$ cat src/rtl/mul_seq_pkg.sv
// Shared types and constants for the MUL/MLA sequencer.
package mul_seq_pkg;

   typedef enum logic [1:0] {
      MUL_IDLE = 2'd0,
      MUL_RUN  = 2'd1,
      MUL_DONE = 2'd2
   } mul_state_e;

   localparam int unsigned NZCV_N = 3;
   localparam int unsigned NZCV_Z = 2;
   localparam int unsigned NZCV_C = 1;
   localparam int unsigned NZCV_V = 0;

   localparam int unsigned CNT_W = 6;
   localparam logic [CNT_W-1:0] CNT_LAST = 6'd31;

   // N and Z follow the result when S is set; C and V always pass through.
   function automatic logic [3:0] flags_update(input logic [31:0] res,
                                               input logic        sflag,
                                               input logic [3:0]  nzcv_in);
      logic [3:0] f;
      f = nzcv_in;
      if (sflag) begin
         f[NZCV_N] = res[31];
         f[NZCV_Z] = (res == 32'd0);
      end
      f[NZCV_C] = nzcv_in[NZCV_C];
      f[NZCV_V] = nzcv_in[NZCV_V];
      return f;
   endfunction

endpackage

$ cat src/rtl/adder32.sv
// 32-bit adder with carry in/out, shared with the execute-stage datapath.
module adder32 (
   input  logic [31:0] i_op1,
   input  logic [31:0] i_op2,
   input  logic        i_carry,
   output logic [31:0] o_result,
   output logic        o_carry
);

   assign {o_carry, o_result} = {1'b0, i_op1} + {1'b0, i_op2} + {32'd0, i_carry};

endmodule

$ cat src/rtl/mul_seq.sv
// Radix-2 shift-add sequencer for ARMv4 MUL/MLA, one iteration per clock
// on a single shared adder32.
module mul_seq
   import mul_seq_pkg::*;
#(
   parameter bit EARLY_TERM = 1'b1
) (
   input  logic        i_clk,
   input  logic        i_rst,
   input  logic        i_start,
   input  logic        i_accumulate,
   input  logic        i_set_flags,
   input  logic [31:0] i_rm,
   input  logic [31:0] i_rs,
   input  logic [31:0] i_rn,
   input  logic [3:0]  i_nzcv,
   input  logic        i_flush,
   output logic        o_busy,
   output logic        o_done,
   output logic [31:0] o_result,
   output logic [3:0]  o_nzcv
);

   mul_state_e       state_q, state_d;
   logic [31:0]      acc_q, acc_d;
   logic [31:0]      mcand_q, mcand_d;
   logic [31:0]      mplier_q, mplier_d;
   logic [CNT_W-1:0] cnt_q, cnt_d;
   logic [3:0]       nzcv_in_q, nzcv_in_d;
   logic             sflag_q, sflag_d;
   logic [31:0]      result_q, result_d;
   logic [3:0]       nzcv_q, nzcv_d;

   logic [31:0]      add_sum;
   logic             add_carry_unused;
   logic             last_iter;

   adder32 u_adder32 (
      .i_op1    (acc_q),
      .i_op2    (mcand_q),
      .i_carry  (1'b0),
      .o_result (add_sum),
      .o_carry  (add_carry_unused)
   );

   // With early termination, stop once no set multiplier bits remain above bit 0.
   assign last_iter = (cnt_q == CNT_LAST) || (EARLY_TERM && (mplier_q[31:1] == 31'd0));

   always_comb begin
      state_d   = state_q;
      acc_d     = acc_q;
      mcand_d   = mcand_q;
      mplier_d  = mplier_q;
      cnt_d     = cnt_q;
      nzcv_in_d = nzcv_in_q;
      sflag_d   = sflag_q;
      result_d  = result_q;
      nzcv_d    = nzcv_q;

      unique case (state_q)
         MUL_IDLE: begin
            if (i_start && !i_flush) begin
               acc_d     = i_accumulate ? i_rn : 32'd0;
               mcand_d   = i_rm;
               mplier_d  = i_rs;
               nzcv_in_d = i_nzcv;
               sflag_d   = i_set_flags;
               cnt_d     = '0;
               state_d   = MUL_RUN;
            end
         end
         MUL_RUN: begin
            if (i_flush) begin
               state_d = MUL_IDLE;
            end else begin
               acc_d    = mplier_q[0] ? add_sum : acc_q;
               mcand_d  = mcand_q << 1;
               mplier_d = mplier_q >> 1;
               cnt_d    = cnt_q + 6'd1;
               if (last_iter) begin
                  state_d  = MUL_DONE;
                  result_d = acc_d;
                  nzcv_d   = flags_update(acc_d, sflag_q, nzcv_in_q);
               end
            end
         end
         MUL_DONE: begin
            state_d = MUL_IDLE;
         end
         default: begin
            state_d = MUL_IDLE;
         end
      endcase
   end

   always_ff @(posedge i_clk or posedge i_rst) begin
      if (i_rst) begin
         state_q   <= MUL_IDLE;
         acc_q     <= '0;
         mcand_q   <= '0;
         mplier_q  <= '0;
         cnt_q     <= '0;
         nzcv_in_q <= '0;
         sflag_q   <= 1'b0;
         result_q  <= '0;
         nzcv_q    <= '0;
      end else begin
         state_q   <= state_d;
         acc_q     <= acc_d;
         mcand_q   <= mcand_d;
         mplier_q  <= mplier_d;
         cnt_q     <= cnt_d;
         nzcv_in_q <= nzcv_in_d;
         sflag_q   <= sflag_d;
         result_q  <= result_d;
         nzcv_q    <= nzcv_d;
      end
   end

   assign o_busy   = (state_q != MUL_IDLE);
   // A flush arriving in DONE suppresses the pulse that same cycle.
   assign o_done   = (state_q == MUL_DONE) && !i_flush;
   assign o_result = result_q;
   assign o_nzcv   = nzcv_q;

endmodule

$ cat config.mk
export PLATFORM = sky130hd
export DESIGN_NAME = mul_seq
export DESIGN_NICKNAME = d
export VERILOG_FILES = /design/src/rtl/mul_seq_pkg.sv /design/src/rtl/adder32.sv /design/src/rtl/mul_seq.sv
export SDC_FILE = /design/constraint.sdc
export NUM_CORES = 1
export LEC_CHECK = 0
export ABC_AREA = 1
export BUFFER_PORTS_ARGS = -buffer_cell sky130_fd_sc_hd__buf_2
export CORE_ASPECT_RATIO = 0.9
export CORE_MARGIN = 1
export CORE_UTILIZATION = 53
export DETAILED_ROUTE_END_ITERATION = 10
export PLACE_DENSITY_LB_ADDON = 0.1
export SYNTH_ARGS = -nofsm -noshare
export SYNTH_HDL_FRONTEND = slang
export SYNTH_HIERARCHICAL = 1
export SYNTH_SLANG_ARGS = --single-unit
$ cat constraint.sdc
create_clock -name i_clk -period 4.9 [get_ports i_clk]
set_clock_uncertainty 0.15 [all_clocks]
set_input_delay 0.98 -clock i_clk [delete_from_list [all_inputs] [get_ports i_clk]]
set_output_delay 0.98 -clock i_clk [all_outputs]
set_load 0.005 [all_outputs]
==> results.json, run 1 <==
{
  "finalWorstSetupSlack_ps": 1670,
  "cp_common_cell": "nand2_1",
  "ant_nets": 0,
  "use_met2": 0.468,
  "ios": 144,
  "hold_path.class": "reg2reg",
  "arrival_ps": 3440,
  "leakagePower_nw": 6.04,
  "htreeDepth": 4,
  "fin_nets": 1642,
  "path_max_fanout": 4,
  "cp_slowest_cell": "fa_1",
  "start_util": 0.540,
  "num-fill-cells": 1673,
  "finalNonFillerCells": 1755,
  "rsz0062_at_grt": "no",
  "drt_iter0_drc": 703,
  "dp.cells": 1723,
  "power_mw": 5.69,
  "clkLatencyLatePin_ps": 430,
  "clkSlewWorstSetupHoldPaths_ps": 60,
  "cp_data_required_time_ps": 5110,
  "peakVddDrop_uv": 256,
  "setup.worst_path.class": "reg2reg",
  "cts_setup_buffers": 0,
  "via_per_inst": 5.18,
  "drive_above_1_share": 0.136,
  "place_ws_ps": 1400,
  "final_util": 0.620,
  "num_vias": 9094,
  "netlist_instances": 1389,
  "cap_violations": 0,
  "cts_tree": "built",
  "slew-limit-headroom": 0.422,
  "tns_ps": 0,
  "core_region_area_sq_mm": 0.0176,
  "final-hold-violation-count": 0,
  "crit_path_start_kind": "flip-flop",
  "busiest_layer": "met2",
  "cts-hold-fix-buffers": 0,
  "grt_pass1_wl_mm": 42.0,
  "cts.sinks": 145,
  "tightest_slew_ps": 865,
  "critical_path.max_stage_delay_ps": 490,
  "setup_viol": 0,
  "synth_fp_nets": 1529,
  "place.gp.congestion": 0.963,
  "root_buffer": "clkbuf_16",
  "grtUsageMet1": 0.419,
  "antenna_found_initial": 0,
  "place_hpwl_mm": 19.4,
  "avgRoutedWirePerCell_um": 14.9,
  "drv_slew": 0,
  "pwr_density_cell_mw_per_mm2": 523,
  "grt_overflow": 0,
  "die_h_um": 129,
  "yosys_warnings": 6,
  "status": "finished clean",
  "track_usage": 0.298,
  "first_pass_iters": 5,
  "grt_pass1_vias": 8295,
  "period_minus_slack_ps": 3230,
  "syn_avg_cell_area_sq_um": 6.83,
  "period_share": 0.659,
  "portBuffers": 143,
  "clock.fmax_mhz": 310,
  "rows": 46,
  "wl_mm": 26.2,
  "numCtsBuffers": 17,
  "die_x_um": 143,
  "multi_input_area_sq_mm": 0.00470,
  "synthToLayoutAreaGrowth_pct": 14.7,
  "netlist_area_sq_mm": 0.00948,
  "globalRouteMet3Util": 0.0476,
  "clk_path_buf_depth": 2,
  "n_antenna_cell": 0,
  "die_area_sq_mm": 0.0184,
  "path_cells": "fa_1 > fa_1 > nand3_1 > nand3_1 > nand2_1 > nand2_2 > nand2_1 > nand2_2 > nand2_1 > nand2_1 > nand2_1 > nand2_1 > nand2_1 > nand2_1 > nor2_1 > nand3_1 > nor2_1 > nand3_1 > nand2_1 > nand2_1 > nand2_1",
  "drc_errors": 0,
  "cts_resized": 0,
  "grt_max_degree": 112,
  "ff_latch_area_sq_mm": 0.00363,
  "endpoint_kind": "flip-flop"
}
[through the flow]
stage                     hold WS [ps]  area [sq um]
after floorplan                    287          9480
after global placement             308         10300
after detailed placement           310         10300
after CTS                          328         10900
after global routing               339         10900
final                              322         10900
[cells in the final DEF (no fill, tap or decap), types with 8 or more instances in the layout]
cell type and count:
o21ai_1 55, xor2_1 14, o211ai_1 60, buf_2 143, nand3_1 54, ha_1 32
nor2_1 82, inv_1 221, a21oi_1 22, a22oi_1 22, clkbuf_16 17, nand2_1 501
dfrtp_1 145, a31oi_1 33, nand2_2 8, o21ai_0 48, buf_4 8
[final timing paths]
| kind | start | to | slack, ps | depth (start not counted) |
|---|---|---|---|---|
| min reg2reg | o_result[7]$_DFFE_PP0P_ | o_result[7]$_DFFE_PP0P_ | 320 | 2 |
| max in group asynchronous | i_rst | cnt_q[2]$_DFFE_PP0P_ | 3550 | 3 |
| max | acc_q[0]$_DFFE_PP0P_ | o_nzcv[2]$_DFFE_PP0P_ | 1670 | 21 |
| min | o_result[7]$_DFFE_PP0P_ | o_result[7]$_DFFE_PP0P_ | 320 | 2 |
| max reg2reg | acc_q[0]$_DFFE_PP0P_ | o_nzcv[2]$_DFFE_PP0P_ | 1670 | 21 |
| min in group asynchronous | i_rst | mcand_q[7]$_DFFE_PP0P_ | 540 | 3 |
[flip-flops by register name, summed over array words and instances, names as in the netlist]
register / count
acc_q: 32
sflag_q: 1
state_q: 2
mcand_q: 32
cnt_q: 6
nzcv_in_q: 4
o_nzcv: 4
mplier_q: 32
o_result: 32
[final cells by class]
cell class / instances / share of cell area
multi-input cells: 958 / 0.432
flip-flops and latches: 145 / 0.334
inverters: 227 / 0.0792
repair buffers: 153 / 0.0750
clock buffers: 18 / 0.0395
well taps: 240 / 0.0276
clock inverters: 14 / 0.0131
[worst max-delay path: cells and delay by family (launching register included)]
kind	cells	cell delay, ps
adders and majority gates	2	960
DFF	1	400
and+or+nand+nor	19	1660
[where the power goes]
group          switching [mW]  total, mW  internal, mW
Sequential              0.183       1.63          1.45
Clock                   0.573       1.29         0.716
Combinational            1.86       2.77         0.910
Total                    2.62       5.69          3.07
[per-layer routing]
metal / routed length (um) / vias to the layer above
met5: 0 / -
li1: - / 4636
met4: 533 / 0
met3: 1340 / 32
met2: 11800 / 267
met1: 12500 / 4159
Power figures use the tool's default switching activity.
==> inputs of run 2 (changes only) <==
--- a/config.mk
+++ b/config.mk
@@ -9,7 +9,7 @@
 export BUFFER_PORTS_ARGS = -buffer_cell sky130_fd_sc_hd__buf_2
 export CORE_ASPECT_RATIO = 0.9
 export CORE_MARGIN = 1
-export CORE_UTILIZATION = 53
+export CORE_UTILIZATION = 56
 export DETAILED_ROUTE_END_ITERATION = 10
 export PLACE_DENSITY_LB_ADDON = 0.1
 export SYNTH_ARGS = -nofsm -noshare
==> constraint.sdc (replaced) <==
create_clock -name i_clk -period 3.2 [get_ports i_clk]
set_clock_uncertainty 0.15 [all_clocks]
set_input_delay 0.64 -clock i_clk [delete_from_list [all_inputs] [get_ports i_clk]]
set_output_delay 0.64 -clock i_clk [all_outputs]
set_load 0.005 [all_outputs]
==> results.json, run 2 (synthesis gave the netlist of run 1 again) <==
{
  "status": "finished, violations left",
  "violations": "design-rule violations",
  "min_from": "i_rm[0]",
  "final_cell_mix": "nand2_1, inv_1, dfrtp_1",
  "postPlaceCellArea_sq_mm": 0.0104,
  "hold_path.class": "in2reg",
  "ios": 144,
  "grt_pass1_vias": 8826,
  "start_util": 0.580,
  "die_x_um": 139,
  "final_util": 0.671,
  "portBuffers": 143,
  "core_region_area_sq_mm": 0.0164,
  "antenna_found_initial": 0,
  "num_vias": 9304,
  "fin_nets": 1651,
  "drt_iter0_drc": 643,
  "numCtsBuffers": 17,
  "htreeDepth": 4,
  "grt_max_degree": 146,
  "slew-limit-headroom": 0.486,
  "path_max_fanout": 3,
  "die_h_um": 125,
  "cts_tree": "built",
  "tns_ps": 0,
  "hold_path_depth": 3,
  "first_pass_iters": 11,
  "cap_violations": 0,
  "period_share": 0.914,
  "synthToLayoutAreaGrowth_pct": 15.7,
  "cp_data_required_time_ps": 3420,
  "track_usage": 0.311,
  "clock.fmax_mhz": 342,
  "die_area_sq_mm": 0.0175,
  "leakagePower_nw": 6.09,
  "tightest_slew_ps": 772,
  "arrival_ps": 3150,
  "grt_pass1_wl_mm": 43.1,
  "drive_above_1_share": 0.145,
  "rr_worst_depth": 18,
  "highest_layer": "met4",
  "rrSetupSlack_ps": 280,
  "ant_nets": 0,
  "wl_mm": 25.9,
  "crit_path_start_kind": "flip-flop",
  "period_minus_slack_ps": 2920,
  "avgRoutedWirePerCell_um": 15.0,
  "wl_met1_mm": 11.7,
  "grt_overflow": 0,
  "via_per_inst": 5.37,
  "endpoint_kind": "flip-flop",
  "rows": 44,
  "fin_area_sq_mm": 0.0110,
  "place_hpwl_mm": 18.9,
  "peakVddDrop_uv": 409,
  "power_mw": 8.81,
  "setup_viol": 0,
  "pwr_density_cell_mw_per_mm2": 804,
  "drc_errors": 9,
  "clk_path_buf_depth": 2,
  "rr_startpoint": "mcand_q[0]$_DFFE_PP0P_",
  "final-hold-violation-count": 0,
  "root_buffer": "clkbuf_16",
  "drv_slew": 0,
  "place.gp.congestion": 0.980,
  "final_common_cell": "nand2_1",
  "met3_length_mm": 1.58,
  "n_antenna_cell": 0,
  "cts.sinks": 145,
  "reg2reg_to": "o_nzcv[2]$_DFFE_PP0P_",
  "setup.worst_path.class": "reg2reg",
  "clkSlewWorstSetupHoldPaths_ps": 70,
  "min_to": "mcand_q[0]$_DFFE_PP0P_",
  "wl_met2_mm": 11.9,
  "clkLatencyLatePin_ps": 440,
  "rsz0062_at_grt": "no"
}
==> run 2: cell count changes in the layout (fill, tap and decap cells not counted), sizes merged <==
cell      delta
buf          +9
clkinv       -3
clkinvlp     +3
==> run 2: where the power goes <==
part / switching, mW / total (mW) / internal [mW]
clock: 0.878 / 1.99 / 1.11
sequential: 0.289 / 2.50 / 2.21
combinational: 2.85 / 4.32 / 1.46
total: 4.02 / 8.81 / 4.79
==> run 2: cell type report <==
type / count / area, sq um
fillers: 1442 / 5390
flip-flops and latches: 145 / 3630
clock buffers: 18 / 439
clock inverters: 14 / 143
well taps: 207 / 259
inverters: 227 / 861
repair buffers: 162 / 921
multi-input cells: 958 / 4710
==> run 2: worst max path at each step <==
stage / startpoint / to
2_1_floorplan: acc_q[0]$_DFFE_PP0P_ / o_nzcv[2]$_DFFE_PP0P_
4_1_cts: acc_q[0]$_DFFE_PP0P_ / o_nzcv[2]$_DFFE_PP0P_
3_5_place_dp: acc_q[0]$_DFFE_PP0P_ / o_nzcv[2]$_DFFE_PP0P_
5_1_grt: mcand_q[0]$_DFFE_PP0P_ / o_nzcv[2]$_DFFE_PP0P_
6_report: mcand_q[0]$_DFFE_PP0P_ / o_nzcv[2]$_DFFE_PP0P_
3_3_place_gp: acc_q[0]$_DFFE_PP0P_ / o_nzcv[2]$_DFFE_PP0P_
==> run 2: routing by layer <==
| layer | GRT usage | up-vias |
|---|---|---|
| met2 | 0.505 | 344 |
| met4 | 0.127 | 0 |
| met1 | 0.421 | 4254 |
| met3 | 0.0448 | 56 |
| met5 | 0 | - |
| li1 | - | 4650 |
==> run 2: critical path, cell delays in order, from the launching register on <==
cell and delay [ps]:
dfrtp_1 400, fa_2 400, fa_2 390, buf_4 150
nand2_1 70, nand3_2 80, nand2_1 90, nand2_2 90
nand2_1 120, nand2_1 70, nand2_1 70, nand2_1 50
o21ai_1 230, nand3_1 140, nor2_2 140, nand3_1 90
nand2_1 60, nand2_1 40, nand2_1 40
==> run 2: what timing repair did <==
item | 4_1_cts | 5_1_grt
resized for setup | 0 | 5
setup endpoints to repair | 0 | 1
buffers inserted | 0 | 2
hold buffers | 0 | 0
==> run 2: per-stage QoR <==
step,std cells,worst slack [ps],hold slack [ps]
finish,1731,275,269
global route,1731,6.16,298
CTS,1729,72.6,268
detailed placement,1697,105,311
global placement,1697,187,305
floorplan,1389,430,287
==> inputs of run 3 (changes only) <==
--- a/config.mk
+++ b/config.mk
@@ -6,11 +6,11 @@
 export NUM_CORES = 1
 export LEC_CHECK = 0
 export ABC_AREA = 1
-export BUFFER_PORTS_ARGS = -buffer_cell sky130_fd_sc_hd__buf_2
 export CORE_ASPECT_RATIO = 0.9
 export CORE_MARGIN = 1
 export CORE_UTILIZATION = 56
 export DETAILED_ROUTE_END_ITERATION = 10
+export DONT_BUFFER_PORTS = 1
 export PLACE_DENSITY_LB_ADDON = 0.1
 export SYNTH_ARGS = -nofsm -noshare
 export SYNTH_HDL_FRONTEND = slang
==> results.json, run 3 (synthesis gave the netlist of run 1 again) <==
{
  "cts_tree": "built",
  "cp_data_required_time_ps": 3420,
  "via_per_inst": 5.49,
  "endpoint_kind": "flip-flop",
  "slew-limit-headroom": 0.470,
  "globalRouteMet3Util": 0.0601,
  "clock.fmax_mhz": 343,
  "wl_mm": 25.2,
  "ios": 144,
  "period_share": 0.912,
  "fin_area_sq_mm": 0.0103,
  "place_ws_ps": 148,
  "hold_path.class": "in2reg",
  "drv_slew": 0,
  "busiest_layer": "met2",
  "use_met2": 0.486,
  "num-fill-cells": 1538,
  "drt_iter0_drc": 657,
  "crit_path_start_kind": "flip-flop",
  "root_buffer": "clkbuf_16",
  "final_util": 0.628,
  "rsz0062_at_grt": "no",
  "place.gp.congestion": 0.967,
  "die_x_um": 139,
  "postPlaceCellArea_sq_mm": 0.00963,
  "start_util": 0.580,
  "cap_violations": 0,
  "clkSlewWorstSetupHoldPaths_ps": 70,
  "die_area_sq_mm": 0.0175,
  "arrival_ps": 3130,
  "status": "finished, violations left",
  "die_h_um": 125,
  "core_region_area_sq_mm": 0.0164,
  "grtUsageMet1": 0.411,
  "grt_pass1_vias": 8146,
  "pwr_density_cell_mw_per_mm2": 856,
  "fin_nets": 1512,
  "track_usage": 0.304,
  "rows": 44,
  "htreeDepth": 4,
  "violations": "design-rule violations",
  "grt_overflow": 0,
  "final_common_cell": "nand2_1",
  "synthToLayoutAreaGrowth_pct": 8.27,
  "final_cell_mix": "nand2_1, inv_1, dfrtp_1",
  "drc_errors": 9,
  "setup_viol": 0,
  "first_pass_iters": 11,
  "portBuffers": 0,
  "ant_nets": 0,
  "n_antenna_cell": 0,
  "place_hpwl_mm": 19.0,
  "final-hold-violation-count": 0,
  "antenna_found_initial": 0,
  "drive_above_1_share": 0.0578,
  "path_max_fanout": 3,
  "grt_max_degree": 73,
  "grt_pass1_wl_mm": 41.5,
  "finalWorstSetupSlack_ps": 283,
  "leakagePower_nw": 5.49,
  "tns_ps": 0,
  "cts.sinks": 145,
  "tightest_slew_ps": 794,
  "period_minus_slack_ps": 2920,
  "peakVddDrop_uv": 464,
  "clkLatencyLatePin_ps": 440,
  "numCtsBuffers": 17,
  "num_vias": 8738,
  "clk_path_buf_depth": 2,
  "setup.worst_path.class": "reg2reg",
  "avgRoutedWirePerCell_um": 15.9
}
-- run 3: changes by cell type in the layout (fill, tap and decap cells not counted), sizes merged --
| cell | previous run | this run |
|---|---|---|
| buf | 162 | 22 |
| dlygate4sd3 | 0 | 1 |
| clkinv | 0 | 3 |
| clkinvlp | 6 | 3 |
| clkbuf | 18 | 17 |
| bufinv | 1 | 2 |
-- run 3: worst paths after layout --
check	from	to	slack [ps]	cells after the start
max reg2reg	mcand_q[0]$_DFFE_PP0P_	o_nzcv[2]$_DFFE_PP0P_	280	21
min reg2reg	nzcv_in_q[3]$_DFFE_PP0P_	nzcv_in_q[3]$_DFFE_PP0P_	320	2
min	i_rm[0]	mcand_q[0]$_DFFE_PP0P_	190	2
max	mcand_q[0]$_DFFE_PP0P_	o_nzcv[2]$_DFFE_PP0P_	280	21
max in group asynchronous	i_rst	o_result[15]$_DFFE_PP0P_	1700	3
min in group asynchronous	i_rst	mcand_q[6]$_DFFE_PP0P_	480	2
-- run 3: power by group --
part | internal [mW] | switching (mW)
logic | 1.41 | 2.82
registers | 2.21 | 0.286
clock network | 1.17 | 0.876
total | 4.80 | 3.98
-- run 3: metrics by stage --
stage | hold WS (ps) | instances | power (mW)
finish | 186 | 1592 | 8.78
global route | 187 | 1592 | 9.52
CTS | 166 | 1589 | 8.73
detailed placement | 305 | 1556 | 6.66
global placement | 303 | 1556 | 6.61
floorplan | 287 | 1389 | 5.61
-- run 3: per-layer routing --
metal | part of all wire | vias up
li1 | - | 4370
met4 | 0.022 | 0
met5 | 0 | -
met2 | 0.45 | 333
met3 | 0.069 | 42
met1 | 0.45 | 3993
-- run 3: cell type report --
class,instances,area (sq um),share of cell area
multi-input combinational,958,4710,0.459
sequential,145,3630,0.353
inverter,227,861,0.0839
clock buffer,17,425,0.0414
tap,207,259,0.0252
timing repair buffer,23,213,0.0207
clock inverter,15,170,0.0166
-- run 3: critical path, stage by stage, from the launching register on --
cell and delay, ps:
dfrtp_1 410, fa_2 400, buf_4 150, nand2_1 60, nand2_1 100, nand3_1 80
nand2_1 90, nand2_1 80, nand2_1 140, nand2_1 140, nand2_1 60, nand2_1 50
nand2_1 40, nand2_1 60, nand2_1 120, nor2_1 210, nand3_1 120, nor2_2 130
nand3_1 80, nand2_1 60, nand2_1 40, nand2_1 50
-- run 3: timing repair --
item | 4_1_cts | 5_1_grt
hold buffers | 1 | 0
endpoints found under the setup margin | 0 | 1
hold endpoints to repair | 10 | 0
gates resized for setup | 0 | 5
buffers inserted | 0 | 3
